===== src/rtl/imem_loader_pkg.sv =====
// Shared definitions for the instruction-memory loader: state encoding,
// memory geometry defaults and the processor word width.
package imem_loader_pkg;

  localparam int DEPTH_DEF  = 64;
  localparam int ADDR_W_DEF = 6;
  localparam int WORD_W     = 32;
  localparam int BYTE_W     = 8;

  typedef enum logic [1:0] {
    ST_IDLE  = 2'd0,
    ST_RECV  = 2'd1,
    ST_WRITE = 2'd2,
    ST_DONE  = 2'd3
  } state_t;

  // Big-endian shift-in: earlier bytes move toward the MSB end.
  function automatic logic [WORD_W-1:0] shift_in_byte(
    input logic [WORD_W-1:0] word,
    input logic [BYTE_W-1:0] b
  );
    return {word[WORD_W-BYTE_W-1:0], b};
  endfunction

endpackage


===== src/rtl/imem_loader_byte_assembler.sv =====
// Collects four bytes into one 32-bit word, first byte in [31:24].
// word_full is high in the cycle the fourth byte is being shifted in, and
// word_next already holds the completed word in that cycle.
module byte_assembler
  import imem_loader_pkg::*;
(
  input  logic              clk,
  input  logic              rst,
  input  logic              clr,
  input  logic              shift_en,
  input  logic [BYTE_W-1:0] byte_in,
  output logic [WORD_W-1:0] word_next,
  output logic              word_full
);

  logic [WORD_W-1:0] word_q;
  logic [1:0]        cnt_q;

  assign word_next = shift_in_byte(word_q, byte_in);
  assign word_full = shift_en && (cnt_q == 2'd3);

  // Shift register and byte count; the count wraps to 0 after the 4th byte.
  always_ff @(posedge clk) begin
    if (rst || clr) begin
      word_q <= '0;
      cnt_q  <= '0;
    end else if (shift_en) begin
      word_q <= word_next;
      cnt_q  <= cnt_q + 2'd1;
    end
  end

endmodule


===== src/rtl/imem_loader.sv =====
// Instruction-memory loader: takes a byte stream, packs it into 32-bit
// words and writes them to consecutive addresses while holding the CPU in
// reset. All outputs are registered and derived from the next state so they
// line up with the state they describe.
//
// Byte handshake: a byte transfers on a rising edge where byte_valid and
// byte_ready are both high; byte_data must be stable while byte_valid is
// high, and byte_ready is high only while the loader is receiving.
module imem_loader
  import imem_loader_pkg::*;
#(
  parameter int DEPTH  = DEPTH_DEF,
  parameter int ADDR_W = ADDR_W_DEF
) (
  input  logic              CLK,
  input  logic              RST,
  input  logic              start,
  input  logic [ADDR_W:0]   num_words,
  input  logic              byte_valid,
  input  logic [BYTE_W-1:0] byte_data,
  output logic              byte_ready,
  output logic              imem_we,
  output logic [ADDR_W-1:0] imem_addr,
  output logic [WORD_W-1:0] imem_wdata,
  output logic              cpu_rst,
  output logic              busy,
  output logic              done,
  output logic              err,
  output logic [1:0]        dbg_state
);

  state_t            state;
  state_t            state_next;
  logic [ADDR_W:0]   num_words_q;
  logic [ADDR_W:0]   word_cnt;
  logic              count_ok;
  logic              start_ok;
  logic              start_bad;
  logic              accept;
  logic              last_word;
  logic              word_full;
  logic [WORD_W-1:0] word_next;

  assign count_ok  = (num_words != '0) && (num_words <= (ADDR_W+1)'(DEPTH));
  assign start_ok  = (state == ST_IDLE) && start && count_ok;
  assign start_bad = (state == ST_IDLE) && start && !count_ok;
  assign accept    = byte_valid && (state == ST_RECV);
  assign last_word = (word_cnt == num_words_q - (ADDR_W+1)'(1));
  assign dbg_state = state;

  byte_assembler u_asm (
    .clk       (CLK),
    .rst       (RST),
    .clr       (start_ok),
    .shift_en  (accept),
    .byte_in   (byte_data),
    .word_next (word_next),
    .word_full (word_full)
  );

  // Next-state logic for the load sequence.
  always_comb begin
    state_next = state;
    case (state)
      ST_IDLE:  if (start_ok) state_next = ST_RECV;
      ST_RECV:  if (word_full) state_next = ST_WRITE;
      ST_WRITE: state_next = last_word ? ST_DONE : ST_RECV;
      ST_DONE:  state_next = ST_IDLE;
      default:  state_next = ST_IDLE;
    endcase
  end

  // State, counters and registered outputs.
  always_ff @(posedge CLK) begin
    if (RST) begin
      state       <= ST_IDLE;
      num_words_q <= '0;
      word_cnt    <= '0;
      byte_ready  <= 1'b0;
      imem_we     <= 1'b0;
      imem_addr   <= '0;
      imem_wdata  <= '0;
      cpu_rst     <= 1'b1;
      busy        <= 1'b0;
      done        <= 1'b0;
      err         <= 1'b0;
    end else begin
      state      <= state_next;
      byte_ready <= (state_next == ST_RECV);
      imem_we    <= (state_next == ST_WRITE);
      busy       <= (state_next != ST_IDLE);
      done       <= (state_next == ST_DONE);
      err        <= start_bad;
      if (start_ok) begin
        num_words_q <= num_words;
        word_cnt    <= '0;
        cpu_rst     <= 1'b1;
      end
      // Address and data load only when a word completes, so they hold
      // their last values at every other time.
      if (word_full) begin
        imem_addr  <= word_cnt[ADDR_W-1:0];
        imem_wdata <= word_next;
      end
      if (state == ST_WRITE) word_cnt <= word_cnt + (ADDR_W+1)'(1);
      if (state == ST_DONE) cpu_rst <= 1'b0;
    end
  end

endmodule


===== config.mk =====
export PLATFORM = sky130hd
export DESIGN_NAME = imem_loader
export DESIGN_NICKNAME = d
export VERILOG_FILES = /design/src/rtl/imem_loader_pkg.sv /design/src/rtl/imem_loader_byte_assembler.sv /design/src/rtl/imem_loader.sv
export SDC_FILE = /design/constraint.sdc
export NUM_CORES = 1
export LEC_CHECK = 0
export CORE_MARGIN = 10
export CORE_UTILIZATION = 50
export DETAILED_ROUTE_END_ITERATION = 12
export DONT_BUFFER_PORTS = 1
export PLACE_DENSITY = 0.68
export SYNTH_ARGS = -nofsm -noshare
export SYNTH_HDL_FRONTEND = slang
export SYNTH_HIERARCHICAL = 1
export SYNTH_SLANG_ARGS = --single-unit
export TNS_END_PERCENT = 20

===== constraint.sdc =====
create_clock -name CLK -period 2.45 [get_ports CLK]
set_clock_uncertainty 0.2 [all_clocks]
set_input_delay 0.49 -clock CLK [delete_from_list [all_inputs] [get_ports CLK]]
set_output_delay 0.49 -clock CLK [all_outputs]
set_load 0.005 [all_outputs]

==> summary by stage <==
Die
The row count is 30. Measured along the y axis, the die boundary spans 105 microns. From left edge to right edge, the die measures 105 microns.

The number of primary I/O pins is 65. The floorplan step defined a die boundary enclosing roughly 11000 sq um. The floorplan step defined a core boundary enclosing 6870 sq um. Once the floorplan was initialized, standard cells occupied 52.0% of the core.

STA
The final critical-path setup slack is 0.152 ns. The number of endpoints with negative hold slack in the final report was 0. The minimum hold slack is 0.0432 ns. The number of slew-limit violations in the final report is 0. The sum of negative setup slack is 0 ns. In this run the tightest slew margin relative to its limit is 58.5%. The maximum achievable frequency is 435 MHz.

At the pin with the least slew margin, the transition time is 0.621 ns. Setup violations remaining at the end of the flow were counted as 0. Setup repair after global routing left no endpoint under its margin. The final critical-path required period is 2.30 ns.

The post-route clock period utilization is a little over nine tenths.

Global route
The via count of the first global-routing pass is 2354. The initial antenna violation count is 1. The global-route wire length before repair is between 10000 and 15000 microns.

The global-route congestion overflow total is 0. Global routing used between 10% and 20% of the available tracks. The maximum number of pins on one net before global-route repair is 57.

Synthesis
The number of nets in the synthesized netlist is 385. The count of different cell masters after synthesis is between 40 and 50. Counting flops with a built-in enable in the synthesized netlist gives 0. Dividing the synthesized area by the synthesized cell count gives around 9.8 sq um. The Yosys step of the flow raised 6 warnings. Counting flops and latches in the post-synthesis netlist gives 86. Summing every instance area after synthesis gives 3570 sq um. The most instantiated flip-flop cell in the synthesis netlist is sky130_fd_sc_hd__dfxtp_1. The number of instances in the synthesized netlist is 363.

The post-synthesis async set-or-reset flop share is 0%. The share of the Yosys chip area taken by registers is 48.2%.

Route
The count of nets left with antenna violations after detail routing is 0. The first TritonRoute pass finished after 4 iterations. The detailed-route vias per instance is around 5.3. The first-iteration detailed-routing DRC count is 118.

For this run, design rule violations remaining after detail routing come to 0. Summed over all layers, the routed wires come to 7510 microns. The routed length per placed instance is 16.5 microns.

The total via count in the routed design is 2425.

Layout
Leaving out fill and tap cells, the most frequent cell in the layout is sky130_fd_sc_hd__dfxtp_1. At the end of the flow the core is filled with cells to 55.4%. The post-synthesis to final-layout area growth is 6.51%. Summing all multi-input logic gate instances after layout gives 1640 sq um. The number of nets in the finished design is 374. In the layout the commonest cells are sky130_fd_sc_hd__dfxtp_1, sky130_fd_sc_hd__nor2_1, sky130_fd_sc_hd__mux2i_1. The area taken by flip-flops and latches is about 1700 sq um.

The fraction of layout instances using a drive strength above 1 is 9.80%. The final-layout fill cell count is just over 600.

Status
The flow ran to the end, and the final reports show no timing, DRC or antenna violations.

Clock tree
The number of clock sinks seen by CTS is 86. The clock root buffer master is sky130_fd_sc_hd__clkbuf_8. TritonCTS built the clock tree. The clock edge transition at the registers on the reported setup and hold paths is 0.09 ns. The clock tree buffer depth is 2. The post-CTS setup buffer count is 0. Gates resized during post-CTS repair numbered 0. The number of buffers created by CTS is 9. The maximum level of the CTS H-tree is 3. The later pin in the worst-skew pair is clocked with a latency of 0.35 ns.

Power
The design draws 2.58 mW. Summed over all cells, the static leakage comes to 1.29 nW. IR analysis of the VDD net gives a maximum drop of 0.000342 V. In this run the power density over the cells is 677 nW/um^2.

Critical path
The startpoint type of the worst setup path is a flip-flop. At the worst endpoint, the arrival time is 2.37 ns. The worst path required time is ~2.5 ns. STA classifies the critical path endpoint as a flip-flop. The critical path in this run is classified as reg2reg. In this run the worst path has a maximum fanout of 7.

Place
The number of buffer cells added on primary ports is 0. The placed wire-length estimate is 5040 microns. The worst slack at placement is 0.210 ns. The congestion estimate from routability-driven global placement came to 0.802.

Min path
In this run the worst hold path is classified as in2reg.

Flow run
Max-cap violations in this run came to 0.
[layout make-up]
type	instances	share of cell area, %
sequential	86	45.2
multi-input combinational	244	43.1
clock buffer	9	3.25
tap	96	3.16
timing repair buffer	7	2.63
clock inverter	7	2.14
inverter	4	0.394
antenna	1	0.0657
[where the power goes]
group | switching [mW] | total (mW) | leakage (nW) | internal [mW]
sequential | 0.0156 | 1.43 | 0.694 | 1.41
combinational | 0.0761 | 0.134 | 0.495 | 0.0575
clock | 0.530 | 1.02 | 0.106 | 0.487
total | 0.622 | 2.58 | 1.29 | 1.96
[metal layers]
metal	part of all wire, %	up-vias	GRT usage [%]	wire [microns]
met5	0	-	0	0
met3	9.8	6	7.43	736
met4	1.0	0	4.37	76
met2	42	61	19.3	3190
met1	47	1152	17.8	3510
li1	-	1206	-	-
[synth_stat cells, drive strengths merged (5+ instances only)]
library cell / count / area share (%)
nand2: 22 / 2.3
nand2b: 5 / 0.88
a21oi: 14 / 2.1
dfxtp: 86 / 48
buf: 20 / 4.6
clkbuf: 9 / 0.95
o21ai: 6 / 0.84
xnor2: 6 / 1.5
nor3: 5 / 1.2
nor2: 79 / 8.4
mux2i: 63 / 18
[metrics by stage]
stage,cells,instance area [sq um]
after floorplan,363,3570
after global placement,435,3560
after detailed placement,435,3560
after CTS,453,3800
after global routing,454,3810
final,454,3810
[logic make-up after synthesis]
logic type | synth area share [%]
AO/OA/AOI/OAI | 6.79
XOR/XNOR | 2.59
adder cells (fa/ha/maj) | 1.05
buffers and inverters | 5.95
flip-flops | 48.2
multiplexers | 17.6
AND/OR/NAND/NOR | 17.8
[registers in the layout, summed over array words and instances, names as in the netlist]
register / flops
imem_we: 1
dbg_state: 2
byte_ready: 1
busy: 1
imem_addr: 6
u_asm/word_q: 24
done: 1
word_cnt: 7
err: 1
u_asm/cnt_q: 2
num_words_q: 7
imem_wdata: 32
cpu_rst: 1
[repair_timing]
action / in CTS / in global routing
hold buffers: 2 / 0
endpoints found under the setup margin: 0 / 0
endpoints found under the hold margin: 56 / 0
[path summary, 6_finish.rpt]
check / startpoint / endpoint / slack (ns) / cells past startpoint
setup reg to reg: num_words_q[0]$_SDFFE_PP0P_ / done$_SDFF_PP0_ / 0.15 / 7
setup / recovery: num_words_q[0]$_SDFFE_PP0P_ / done$_SDFF_PP0_ / 0.15 / 7
hold reg to reg: u_asm/word_q[23]$_SDFFE_PP0P_ / imem_wdata[31]$_SDFFE_PP0P_ / 0.31 / 2
hold / removal: RST / cpu_rst$_SDFFE_PP1P_ / 0.04 / 2
[worst max-delay path: stages (launching register included)]
cell and delay, ns:
sky130_fd_sc_hd__dfxtp_1 0.44, sky130_fd_sc_hd__inv_1 0.07, sky130_fd_sc_hd__ha_1 0.29, sky130_fd_sc_hd__o21bai_1 0.19, sky130_fd_sc_hd__a211o_1 0.30, sky130_fd_sc_hd__a31oi_1 0.16, sky130_fd_sc_hd__o221ai_1 0.27, sky130_fd_sc_hd__a211oi_2 0.29
(Power assumes the default switching activity.)
